<file path="src/rtl/muldiv_unit_pkg.sv">
// Shared op encoding (also driven by the decoder) and FSM state constants
// for the multiply/divide unit.
package MulDivOp;

    typedef enum logic [2:0] {
        MULT  = 3'd0,
        MULTU = 3'd1,
        DIV   = 3'd2,
        DIVU  = 3'd3,
        MTHI  = 3'd4,
        MTLO  = 3'd5,
        NONE  = 3'd6
    } MulDivOp_t;

    typedef logic [1:0] MulDivState_t;
    localparam MulDivState_t IDLE = 2'd0;
    localparam MulDivState_t RUN  = 2'd1;
    localparam MulDivState_t FIX  = 2'd2;

    function automatic logic [31:0] magnitude(input logic [31:0] v, input logic is_signed);
        return (is_signed && v[31]) ? (~v + 32'd1) : v;
    endfunction

endpackage

</file>
<file path="src/rtl/muldiv_divstep.sv">
// One restoring radix-2 divide step on a remainder:quotient pair.
module muldiv_divstep (
    input  logic [63:0] rq_i,
    input  logic [31:0] divisor_i,
    output logic [63:0] rq_o
);
    logic [32:0] rem_sh;
    logic [31:0] diff;
    logic        ge;

    // The shifted remainder can briefly need 33 bits before the subtract.
    assign rem_sh = rq_i[63:31];
    assign ge     = rem_sh >= {1'b0, divisor_i};
    assign diff   = rem_sh[31:0] - divisor_i;
    assign rq_o   = ge ? {diff, rq_i[30:0], 1'b1} : {rem_sh[31:0], rq_i[30:0], 1'b0};

endmodule

</file>
<file path="src/rtl/muldiv_unit.sv">
// Multi-cycle MULT/DIV unit owning HI/LO. Define MULDIV_FAST_MULT_EN for a
// single-cycle multiplier path; division always iterates.
module muldiv_unit
    import MulDivOp::*;
(
    input  logic        clk,
    input  logic        rst,
    input  logic        start,
    input  MulDivOp_t   op,
    input  logic [31:0] a,
    input  logic [31:0] b,
    input  logic        flush,
    input  logic        hiloRead,
    output logic        busy,
    output logic        stall,
    output logic        done,
    output logic [31:0] hi,
    output logic [31:0] lo
);
    MulDivState_t state_q, state_d;
    logic [4:0]   cnt_q, cnt_d;
    logic [63:0]  acc_q, acc_d;
    logic [31:0]  dvsr_q, dvsr_d;
    logic         is_div_q, is_div_d;
    logic         neg_q, neg_d;
    logic         negr_q, negr_d;
    logic [31:0]  hi_q, hi_d, lo_q, lo_d;
    logic         done_q, done_d;

    logic         op_signed, op_mul, op_div;
    logic [32:0]  madd;
    logic [63:0]  mul_nxt, div_nxt;

    assign op_signed = (op == MULT) || (op == DIV);
    assign op_mul    = (op == MULT) || (op == MULTU);
    assign op_div    = (op == DIV)  || (op == DIVU);

    // Shift-add: multiplier sits in the low half and is consumed LSB first.
    assign madd    = {1'b0, acc_q[63:32]} + {1'b0, acc_q[0] ? dvsr_q : 32'h0};
    assign mul_nxt = {madd, acc_q[31:1]};

    muldiv_divstep u_divstep (
        .rq_i      (acc_q),
        .divisor_i (dvsr_q),
        .rq_o      (div_nxt)
    );

`ifdef MULDIV_FAST_MULT_EN
    logic [63:0] ax, bx, fast_prod;
    // Low 64 bits of the sign-extended product are exact for both forms.
    assign ax        = {{32{op_signed & a[31]}}, a};
    assign bx        = {{32{op_signed & b[31]}}, b};
    assign fast_prod = ax * bx;
`endif

    always_comb begin
        state_d  = state_q;
        cnt_d    = cnt_q;
        acc_d    = acc_q;
        dvsr_d   = dvsr_q;
        is_div_d = is_div_q;
        neg_d    = neg_q;
        negr_d   = negr_q;
        hi_d     = hi_q;
        lo_d     = lo_q;
        done_d   = 1'b0;
        case (state_q)
            IDLE: begin
                if (start && (op_mul || op_div)) begin
                    is_div_d = op_div;
                    cnt_d    = 5'd0;
                    state_d  = RUN;
                    if (op_div && b == 32'h0) begin
                        // Divisor zero: raw dividend falls out as remainder, quotient all ones.
                        acc_d  = {32'h0, a};
                        dvsr_d = 32'h0;
                        neg_d  = 1'b0;
                        negr_d = 1'b0;
                    end else begin
                        acc_d  = {32'h0, magnitude(a, op_signed)};
                        dvsr_d = magnitude(b, op_signed);
                        neg_d  = op_signed & (a[31] ^ b[31]);
                        negr_d = op_signed & a[31];
                    end
`ifdef MULDIV_FAST_MULT_EN
                    if (op_mul) begin
                        acc_d   = fast_prod;
                        neg_d   = 1'b0;
                        state_d = FIX;
                    end
`endif
                end else if (start && op == MTHI) begin
                    hi_d = a;
                end else if (start && op == MTLO) begin
                    lo_d = a;
                end
            end
            RUN: begin
                cnt_d = cnt_q + 5'd1;
                acc_d = is_div_q ? div_nxt : mul_nxt;
                if (cnt_q == 5'd31) state_d = FIX;
            end
            FIX: begin
                if (is_div_q) begin
                    lo_d = neg_q  ? -acc_q[31:0]  : acc_q[31:0];
                    hi_d = negr_q ? -acc_q[63:32] : acc_q[63:32];
                end else begin
                    {hi_d, lo_d} = neg_q ? -acc_q : acc_q;
                end
                done_d  = 1'b1;
                state_d = IDLE;
            end
            default: state_d = IDLE;
        endcase
        if (flush) begin
            state_d = IDLE;
            hi_d    = hi_q;
            lo_d    = lo_q;
            done_d  = 1'b0;
        end
    end

    always_ff @(posedge clk or posedge rst) begin
        if (rst) begin
            state_q  <= IDLE;
            cnt_q    <= 5'd0;
            acc_q    <= 64'h0;
            dvsr_q   <= 32'h0;
            is_div_q <= 1'b0;
            neg_q    <= 1'b0;
            negr_q   <= 1'b0;
            hi_q     <= 32'h0;
            lo_q     <= 32'h0;
            done_q   <= 1'b0;
        end else begin
            state_q  <= state_d;
            cnt_q    <= cnt_d;
            acc_q    <= acc_d;
            dvsr_q   <= dvsr_d;
            is_div_q <= is_div_d;
            neg_q    <= neg_d;
            negr_q   <= negr_d;
            hi_q     <= hi_d;
            lo_q     <= lo_d;
            done_q   <= done_d;
        end
    end

    assign busy  = (state_q != IDLE);
    assign stall = busy & (start | hiloRead);
    assign done  = done_q;
    assign hi    = hi_q;
    assign lo    = lo_q;

endmodule

</file>
<file path="config.mk">
export PLATFORM = sky130hd
export DESIGN_NAME = muldiv_unit
export DESIGN_NICKNAME = d
export VERILOG_FILES = /design/src/rtl/muldiv_unit_pkg.sv /design/src/rtl/muldiv_divstep.sv /design/src/rtl/muldiv_unit.sv
export SDC_FILE = /design/constraint.sdc
export NUM_CORES = 1
export LEC_CHECK = 0
export ABC_AREA = 1
export CAP_MARGIN = 5
export CORE_UTILIZATION = 50
export CTS_CLUSTER_DIAMETER = 30
export DETAILED_ROUTE_END_ITERATION = 7
export PLACE_DENSITY = 0.72
export SYNTH_ARGS = -nofsm -noshare
export SYNTH_HDL_FRONTEND = slang
export SYNTH_SLANG_ARGS = --single-unit
export TNS_END_PERCENT = 100
</file>
<file path="constraint.sdc">
create_clock -name clk -period 7.9 [get_ports clk]
set_input_delay 2.37 -clock clk [delete_from_list [all_inputs] [get_ports clk]]
set_output_delay 2.37 -clock clk [all_outputs]
set_load 0.02 [all_outputs]
</file>
==> impl_metrics.csv <==
group,metric,value,unit
outcome,outcome,"completed",
power_and_ir_drop,p_leak,9.800,nW
yosys,synth_ff_type,"dfrtp_1",
yosys,syn_area,0.01726,mm2
drt,drc_errors,0,
yosys,synth_cells,2998,
drt,drt-total-wl,71.98,mm
timing,maxSlewViolCount,0,
yosys,postSynthAreaPerCell,5.757,um2
floorplan,die-height,187.8,um
yosys,async_reset_ff_frac,1.000,
layout,drive_above_1_share,0.03040,
placement,io_buffers,138,
drt,ant_nets,0,
min_path,hold_class,"register to register",
yosys,synth_seq_area_share,0.2479,
global_routing,grt_pass1_vias,19870,
clock_tree,numCtsBuffers,17,
drt,via_count,20650,
clock_tree,cts.sinks,171,
timing,setup_viol,0,
floorplan,core,0.03378,mm2
setup_path,cp-start-kind,"input pin",
clock_tree,ctsHoldBuffers,0,
yosys,synth.distinct_cells,45,
layout,antenna_cells,0,
floorplan,die-area,0.03527,mm2
yosys,synth-seq-cells,171,
timing,finClkSkew,0.01043,ns
setup_path,arrival,3.60,ns
drt,avgViaCountPerCell,5.833,
clock_tree,cts_resized,0,
yosys,synth_top_area_frac,0.2479,
timing,tightest_slew,1.320,ns
placement,hpwlAfterDp,56.26,mm
timing,hold_violations,0,
setup_path,cp-startpoint,"start",
layout,fillCellCount,3460,
drt,drtIter0Drc,2049,
clock_tree,ctsRootBufferMaster,"clkbuf_16",
clock_tree,tritoncts,"yes",
floorplan,start_util,0.5109,
yosys,synthTopCellsByArea,"dfrtp_1 (25%), nand2_1 (19%), nor2_1 (9.7%), inv_1 (8.9%), nand3_1 (7.7%)",
drt,avgRoutedWirePerCell,20.33,um
layout,final_cell_mix,"nand2_1 (890), nor2_1 (442), inv_1 (404)",
placement,pre_cts_ws,1.927,ns
yosys,synth-edff-count,0,
setup_path,endpoint_kind,"output pin",
placement,place_area,0.01899,mm2
min_path,min_from,"cnt_q[3]$_DFFE_PP0P_",
setup_path,r2r-start,"acc_q[55]$_DFFE_PP0P_",
floorplan,rows,67,
clock_tree,postCtsSetupRepairBufs,0,
timing,fin_crit_sh,0.7562,
flow_run,drv_cap,0,
timing,grt_setup_unrepaired,"no",
setup_path,path_class,"input pin to output pin",
clock_tree,clk_pin_slew,0.07,ns
clock_tree,cts.path.max_buffers,2,
setup_path,crit_fanout,3,
drt,firstDrtPassIters,6,
layout,areaGrowthSynthToFinish,13.65,%
layout,final_area,0.01962,mm2
layout,final_common_cell,"nand2_1",
layout,multi_input_area,0.01106,mm2
power_and_ir_drop,ir_worst_vdd,0.0002354,V
layout,finalNetCount,3223,
yosys,syn_nets,3142,
timing,timing.fmax,167.4,MHz
layout,regArea,0.004280,mm2
timing,setup_ws,1.926,ns
timing,slew_headroom,0.1176,
setup_path,cp_data_required_time,5.53,ns
clock_tree,cts-htree-levels,4,
yosys,synth_warnings,0,
floorplan,pin_count,139,
timing,setup_tns,0,ns
global_routing,grt_overflow,0,
timing,post-route-min-period,5.974,ns
floorplan,die_x,187.8,um
global_routing,track_usage,0.4117,
setup_path,reg2reg_slack,3.98,ns
global_routing,grt_pass1_wl,110.7,mm
power_and_ir_drop,power.density,457.1,mW/mm2
clock_tree,insertion_delay,0.48,ns
global_routing,grt_antenna_before_repair,1,
placement,routabilityCongestion,1.082,
global_routing,grt_max_degree,76,
yosys,synth.largest_area_cell,"dfrtp_1",
-- worst paths after layout --
check	depth (start not counted)	endpoint
max in group asynchronous	3	acc_q[31]$_DFFE_PP0P_
worst max-delay path	4	stall
min in group asynchronous	2	acc_q[3]$_DFFE_PP0P_
worst max register to register	12	acc_q[36]$_DFFE_PP0P_
worst min-delay path	1	cnt_q[3]$_DFFE_PP0P_
worst min register to register	1	cnt_q[3]$_DFFE_PP0P_
-- through the flow --
step           power (mW)  std cells  hold slack [ns]  utilization
2_1_floorplan       5.761       2998           0.4405            -
3_3_place_gp        7.771       3508           0.4559       0.5622
3_5_place_dp        7.852       3508           0.4599       0.5622
4_1_cts             8.808       3540           0.4691       0.5806
5_1_grt             9.656       3540           0.5005       0.5806
6_report            8.967       3540           0.4681       0.5806
-- Yosys cell counts, types with 2 or more instances --
| library cell | number |
|---|---|
| nand2_1 | 891 |
| nor2_1 | 445 |
| inv_1 | 407 |
| nand3_1 | 267 |
| o21ai_0 | 195 |
| dfrtp_1 | 171 |
| a21oi_1 | 164 |
| clkbuf_1 | 70 |
| ha_1 | 70 |
| a31oi_1 | 52 |
| nand4_1 | 45 |
| nor3_1 | 30 |
| xor2_1 | 28 |
| xnor2_1 | 23 |
| nand3b_1 | 21 |
| buf_1 | 14 |
| buf_2 | 11 |
| o21bai_1 | 9 |
| nor2_2 | 8 |
| and2_1 | 7 |
| o211ai_1 | 7 |
| o22ai_1 | 7 |
| or2_2 | 6 |
| inv_2 | 5 |
| nor4_1 | 5 |
| nand2_2 | 4 |
| o21ai_1 | 4 |
| o31ai_1 | 4 |
| nand3_2 | 3 |
| nor2_4 | 3 |
| o21a_1 | 3 |
| a22o_1 | 2 |
| a22oi_1 | 2 |
| clkinv_1 | 2 |
| fa_1 | 2 |
| nor3_2 | 2 |
-- critical path, cell delays in order --
cell	delay [ns]
clkdlybuf4s50_1	0.49
nor2_1	0.05
nor2_1	0.08
clkdlybuf4s50_1	0.61
-- kinds of logic after synthesis --
group,Yosys count,synth area share
compound gates,453,0.1406
xor+xnor,51,0.02588
buf+inv,510,0.1121
simple gates,1741,0.4204
fa+ha+maj,72,0.05306
flops,171,0.2479
-- registers in the layout, indices dropped and copies added (netlist names) --
signal / count
cnt_q: 5
is_div_q: 1
acc_q: 64
hi: 32
negr_q: 1
neg_q: 1
done: 1
lo: 32
state_q: 2
dvsr_q: 32
-- metal layers --
layer,track usage,wire length (um),up-vias
li1,-,-,9790
met1,0.4739,26640,9432
met2,0.6986,33820,1164
met3,0.07093,6145,263
met4,0.2792,5371,0
met5,0,0,-
-- area by class of cell --
| cell class | instances | share of cell area |
|---|---|---|
| Multi-Input combinational cell | 2317 | 0.5638 |
| Sequential cell | 171 | 0.2182 |
| Inverter | 414 | 0.07947 |
| Timing Repair Buffer | 158 | 0.07807 |
| Tap cell | 448 | 0.02858 |
| Clock buffer | 19 | 0.02309 |
| Clock inverter | 13 | 0.008738 |
-- power by group --
part           total, mW  leakage, nW  internal [mW]  switching, mW
Clock              0.941        0.308          0.499          0.442
Combinational       6.14         7.44           1.99           4.15
Sequential          1.89         2.05           1.29          0.598
Total               8.97         9.80           3.78           5.19
Power figures use the tool's default switching activity.
